File: src/rtl/seg7_mux_decoder.sv
// Observes a multiplexed active-low 7-segment bus, recovers the stable glyph on each
// digit, decodes it to a hex nibble and tracks how recently each digit was refreshed.
module seg7_mux_decoder #(
  parameter int N_DIGITS       = 4,
  parameter int STABLE_CYCLES  = 8,
  parameter int TIMEOUT_CYCLES = 1048576
) (
  input  logic                  clk,
  input  logic                  reset_n,
  input  logic [7:0]            abcdefgh,
  input  logic [N_DIGITS-1:0]   digit,
  output logic [8*N_DIGITS-1:0] glyph,
  output logic [4*N_DIGITS-1:0] hex,
  output logic [N_DIGITS-1:0]   hex_valid,
  output logic [N_DIGITS-1:0]   dp,
  output logic [N_DIGITS-1:0]   fresh,
  output logic [N_DIGITS-1:0]   update,
  output logic                  multi_sel
);

  localparam int RC_W = $clog2(STABLE_CYCLES + 1);
  localparam int TO_W = $clog2(TIMEOUT_CYCLES + 1);
  localparam logic [RC_W-1:0] RC_MAX = RC_W'(STABLE_CYCLES);
  localparam logic [RC_W-1:0] RC_ARM = RC_W'(STABLE_CYCLES - 1);
  localparam logic [TO_W-1:0] TO_MAX = TO_W'(TIMEOUT_CYCLES);

  function automatic int unsigned count_zeros(input logic [N_DIGITS-1:0] v);
    int unsigned n;
    n = 0;
    for (int i = 0; i < N_DIGITS; i++) begin
      if (!v[i]) n++;
    end
    return n;
  endfunction

  // Returns {valid, nibble}; input is segments a..g as driven (0 = lit).
  function automatic logic [4:0] decode_glyph(input logic [6:0] seg_n);
    logic [6:0] lit;
    lit = ~seg_n;
    case (lit)
      7'b1111110: return 5'h10;
      7'b0110000: return 5'h11;
      7'b1101101: return 5'h12;
      7'b1111001: return 5'h13;
      7'b0110011: return 5'h14;
      7'b1011011: return 5'h15;
      7'b1011111: return 5'h16;
      7'b1110000: return 5'h17;
      7'b1111111: return 5'h18;
      7'b1111011: return 5'h19;
      7'b1110111: return 5'h1A;
      7'b0011111: return 5'h1B;
      7'b1001110: return 5'h1C;
      7'b0111101: return 5'h1D;
      7'b1001111: return 5'h1E;
      7'b1000111: return 5'h1F;
      default:    return 5'h00;
    endcase
  endfunction

  logic [N_DIGITS-1:0] sd_q;
  logic [7:0]          ss_q;
  logic [RC_W-1:0]     rc_q, rc_d;
  logic                multi_sel_q;
  logic                pins_match;
  logic [N_DIGITS-1:0] cap_vec;
  logic [4:0]          dec;

  always_comb begin
    // NOTE: every always_comb output gets a default first so no path leaves it unassigned (no latch).
    rc_d       = '0;
    cap_vec    = '0;
    pins_match = ({digit, abcdefgh} == {sd_q, ss_q});
    dec        = decode_glyph(ss_q[7:1]);
    if (pins_match) begin
      rc_d = (rc_q == RC_MAX) ? RC_MAX : rc_q + 1'b1;
    end
    // A saturated run never returns to RC_ARM, so a held pattern captures only once.
    if (pins_match && (rc_q == RC_ARM) && (count_zeros(sd_q) == 1)) begin
      cap_vec = ~sd_q;
    end
  end

  // NOTE: sequential state uses non-blocking assignments so every register sees pre-edge values.
  always_ff @(posedge clk or negedge reset_n) begin
    if (!reset_n) begin
      sd_q        <= '1;
      ss_q        <= 8'hFF;
      rc_q        <= '0;
      multi_sel_q <= 1'b0;
    end else begin
      sd_q        <= digit;
      ss_q        <= abcdefgh;
      rc_q        <= rc_d;
      // Computed from the pins on the same edge sd_q loads them, so it always mirrors sd_q.
      multi_sel_q <= (count_zeros(digit) >= 2);
    end
  end

  assign multi_sel = multi_sel_q;

  for (genvar gi = 0; gi < N_DIGITS; gi++) begin : g_digit
    logic [7:0]      glyph_q;
    logic [3:0]      hex_q;
    logic            hex_valid_q;
    logic            dp_q;
    logic            update_q;
    logic [TO_W-1:0] to_q, to_d;

    always_comb begin
      to_d = to_q;
      if (cap_vec[gi]) begin
        to_d = '0;
      end else if (to_q != TO_MAX) begin
        to_d = to_q + 1'b1;
      end
    end

    // NOTE: the per-digit glyph registers are reset explicitly; the monitor must show blanks, not X.
    always_ff @(posedge clk or negedge reset_n) begin
      if (!reset_n) begin
        glyph_q     <= 8'hFF;
        hex_q       <= 4'h0;
        hex_valid_q <= 1'b0;
        dp_q        <= 1'b0;
        update_q    <= 1'b0;
        to_q        <= TO_MAX;
      end else begin
        update_q <= 1'b0;
        if (cap_vec[gi]) begin
          glyph_q     <= ss_q;
          hex_q       <= dec[3:0];
          hex_valid_q <= dec[4];
          dp_q        <= ~ss_q[0];
          update_q    <= (ss_q != glyph_q);
        end
        to_q <= to_d;
      end
    end

    assign glyph[8*gi +: 8] = glyph_q;
    assign hex[4*gi +: 4]   = hex_q;
    assign hex_valid[gi]    = hex_valid_q;
    assign dp[gi]           = dp_q;
    assign update[gi]       = update_q;
    assign fresh[gi]        = (to_q < TO_MAX);
  end

endmodule
File: config.mk
export PLATFORM = sky130hd
export DESIGN_NAME = seg7_mux_decoder
export DESIGN_NICKNAME = d
export VERILOG_FILES = /design/src/rtl/seg7_mux_decoder.sv
export SDC_FILE = /design/constraint.sdc
export NUM_CORES = 1
export LEC_CHECK = 0
export CORE_MARGIN = 3
export CORE_UTILIZATION = 40
export CTS_CLUSTER_SIZE = 24
export DETAILED_ROUTE_END_ITERATION = 8
export PLACE_DENSITY = 0.66
export SYNTH_ARGS = -nofsm -noshare
export SYNTH_HDL_FRONTEND = slang
export SYNTH_SLANG_ARGS = --single-unit
File: constraint.sdc
create_clock -name clk -period 4.85 [get_ports clk]
set_input_delay 1.455 -clock clk [delete_from_list [all_inputs] [get_ports clk]]
set_output_delay 1.455 -clock clk [all_outputs]
set_load 0.005 [all_outputs]
==> flow_summary.yaml <==
clock_network:
  clkLatencyLatePin_ns: 0.42
  cts_num_sinks: 161
  ctsResizeCount: 0
  cts_made_buffers: 17
  cts.clk_slew.worst_paths_ns: 0.06
  tritoncts: "built"
  h-tree-depth: 4
  clock_path_buffers: 2
  root_buffer: "clkbuf_16"
  post-cts-setup-buffers: 0
  ctsHoldBuffers: 0
drt:
  drtIter0Drc: 295
  ant_nets: 0
  drc: 0
  routed_wl_mm: 17.5
  firstDrtPassIters: 4
  vias_per_cell: 5.04
  vias: 5726
  wire_per_inst_um: 15.4
final_layout:
  drive_gt1_frac: 0.172
  final_nets: 884
  syn2layout_area_growth_pct: 18.8
  diodes: 0
  n_fill_cell: 1860
logic_synthesis:
  ys_ff_latch: 161
  syn_area_sq_um: 8390
  syn_inst: 787
  avgSynthCellArea_sq_um: 10.7
  synth_top_area_share: 0.337
  synthFlopType: "dfrtp_1"
  synth_fp_nets: 817
  async_flop_share: 1.00
  synth_edf_count: 0
  yosys_warnings: 0
  synth.area.top_cells: "dfrtp_1 34%, dfstp_2 15%, xor2_1 7.9%"
  yosys.area.top_type: "dfrtp_1"
  synthDistinctLibCells: 54
  ys_seq_area_frac: 0.487
floorplan:
  chipHeight_um: 151
  io_pins: 79
  die_area_sq_um: 22800
  core_sq_um: 20400
  chipWidth_um: 151
  rows: 52
  initial_core_util: 0.411
sta:
  finalSetupViolations: 0
  skew_ns: 0.00847
  relSlewSlack: 0.349
  worst_pin_slew_ns: 0.977
  tns_ns: 0
  rsz0062_at_grt: "false"
  hold_viol: 0
  min_period_ns: 3.45
  finalCritPeriodShare: 0.711
  max_freq_mhz: 290
  hold_slack_ns: 0.491
  slew_viol_final: 0
power:
  vdd_drop_max_uv: 234
  power_density_nw_per_um2: 334
  cellLeakagePower_nw: 4.19
  power_mw: 3.33
setup_path:
  worstPathRequired_ns: 5.16
  cp_max_fo: 23
  cpMostUsedCell: "buf_4"
  critPathMaxStageDelay_ns: 0.52
  cp_slowest_cell: "clkdlybuf4s50_1"
  cp_cell_sequence: "clkdlybuf4s50_1 > xor2_1 > nor4_1 > nand3_1 > buf_4 > nor4_4 > buf_4 > mux2_2"
  arrival_ns: 3.75
  worstSetupEndpointType: "register"
  critPathTopFamily: "buffers and inverters"
  startpoint_type: "input pin"
  crit_buf_inv: 3
  critical_path_class: "input pin to register"
min_path:
  worstHoldPathType: "register to register"
placed_design:
  io_buffers: 78
  dp.final_hpwl_mm: 11.9
  place_congestion: 0.824
global_route:
  grt_usage: 0.164
  overflow: 0
  grt_pass1_wl_mm: 29.4
  grt_pass1_vias: 5819
  antenna_found_initial: 0
  grt_max_degree: 106
run_status:
  run_status: "complete, no violations"
flow_run:
  maxCapViolCount: 0
cell usage in the layout (no fill, tap or decap), types with 2 or more instances in the layout:
cell type        count
a21oi_1             10
a31oi_1              2
and3_1               6
and4_1               6
buf_4               13
bufinv_16            5
clkbuf_16           17
clkbuf_8             2
clkdlybuf4s50_1     77
clkinv_2             2
clkinv_4             2
dfrtp_1            113
dfstp_2             48
ha_1                16
inv_1               35
inv_6                2
mux2_1               6
mux2_2              34
mux2_4              12
mux2i_1              9
nand2_1             31
nand2b_1             4
nand3_1             41
nand3b_1             4
nand4_1             16
nor2_1             117
nor2b_1              5
nor3_1              19
nor4_1              30
nor4_4               3
nor4b_1              8
o21ai_0              6
o22ai_1              2
or2_2                3
or3_1                3
or3b_2               2
or4_1                4
xnor2_1             55
xor2_1              76
cells by family after synthesis:
group / share of synthesized area
AND/OR/NAND/NOR: 0.191
adder cells (fa/ha/maj): 0.0238
flip-flops: 0.487
XOR/XNOR: 0.137
buffers and inverters: 0.0511
multiplexers: 0.0859
AO/OA/AOI/OAI: 0.0243
where the power goes:
group | internal (mW) | switching [mW]
sequential | 1.44 | 0.141
combinational | 0.124 | 0.136
clock | 0.945 | 0.547
total | 2.51 | 0.824
metal layers:
| layer | part of all wire | vias to the layer above | global-route usage |
|---|---|---|---|
| li1 | - | 2815 | - |
| met1 | 0.47 | 2806 | 0.213 |
| met2 | 0.48 | 87 | 0.269 |
| met3 | 0.037 | 18 | 0.0428 |
| met4 | 0.014 | 0 | 0.0499 |
| met5 | 0 | - | 0 |
registers in the layout, summed over array words and instances (netlist names):
register             flops
g_digit.to_q            84
g_digit.hex_valid_q      4
rc_q                     4
g_digit.dp_q             4
g_digit.glyph_q         32
g_digit.update_q         4
g_digit.hex_q           16
multi_sel                1
sd_q                     4
ss_q                     8
cells in the mapped netlist (2+ instances only):
library cell	n
a21oi_1	10
a31oi_1	2
and3_1	6
and4_1	6
buf_1	2
buf_2	4
buf_4	15
buf_6	10
clkbuf_1	12
dfrtp_1	113
dfstp_2	48
ha_1	16
inv_1	35
mux2_1	6
mux2_2	34
mux2_4	12
mux2i_1	9
nand2_1	31
nand2b_1	4
nand3_1	41
nand3b_1	4
nand4_1	16
nor2_1	117
nor2b_1	5
nor3_1	19
nor4_1	30
nor4_4	3
nor4b_1	8
o21ai_0	6
o22ai_1	2
or2_2	3
or3_1	3
or3b_2	2
or4_1	4
xnor2_1	55
xor2_1	76
worst paths after layout:
check | depth (start not counted) | slack [ns] | endpoint | from
min | 1 | 0.49 | rc_q[0] | rc_q[0]
max reg2reg | 10 | 1.61 | g_digit[3].glyph_q[6] | sd_q[0]
max in group asynchronous | 2 | 2.74 | g_digit[2].to_q[20] | reset_n
max | 8 | 1.40 | g_digit[2].hex_q[2] | digit[2]
min in group asynchronous | 1 | 1.12 | g_digit[3].to_q[19] | reset_n
min reg2reg | 1 | 0.49 | rc_q[0] | rc_q[0]
metrics by stage:
step	std cells	instance area, sq um	util	setup WS (ns)
CTS	1137	9970	0.488	1.42
detailed placement	1105	9310	0.456	0.956
floorplan	787	8390	-	1.54
global placement	1105	9310	0.456	0.963
global route	1137	9970	0.488	1.26
finish	1137	9970	0.488	1.40
area by class of cell:
type / count / area [sq um] / share of cell area
well taps: 270 / 338 / 0.0339
multi-input cells: 548 / 3880 / 0.389
repair buffers: 91 / 880 / 0.0882
inverters: 35 / 131 / 0.0132
flip-flops and latches: 161 / 4090 / 0.410
clock buffers: 20 / 457 / 0.0458
clock inverters: 12 / 203 / 0.0203
No activity file was read; power rests on OpenSTA's default activity.
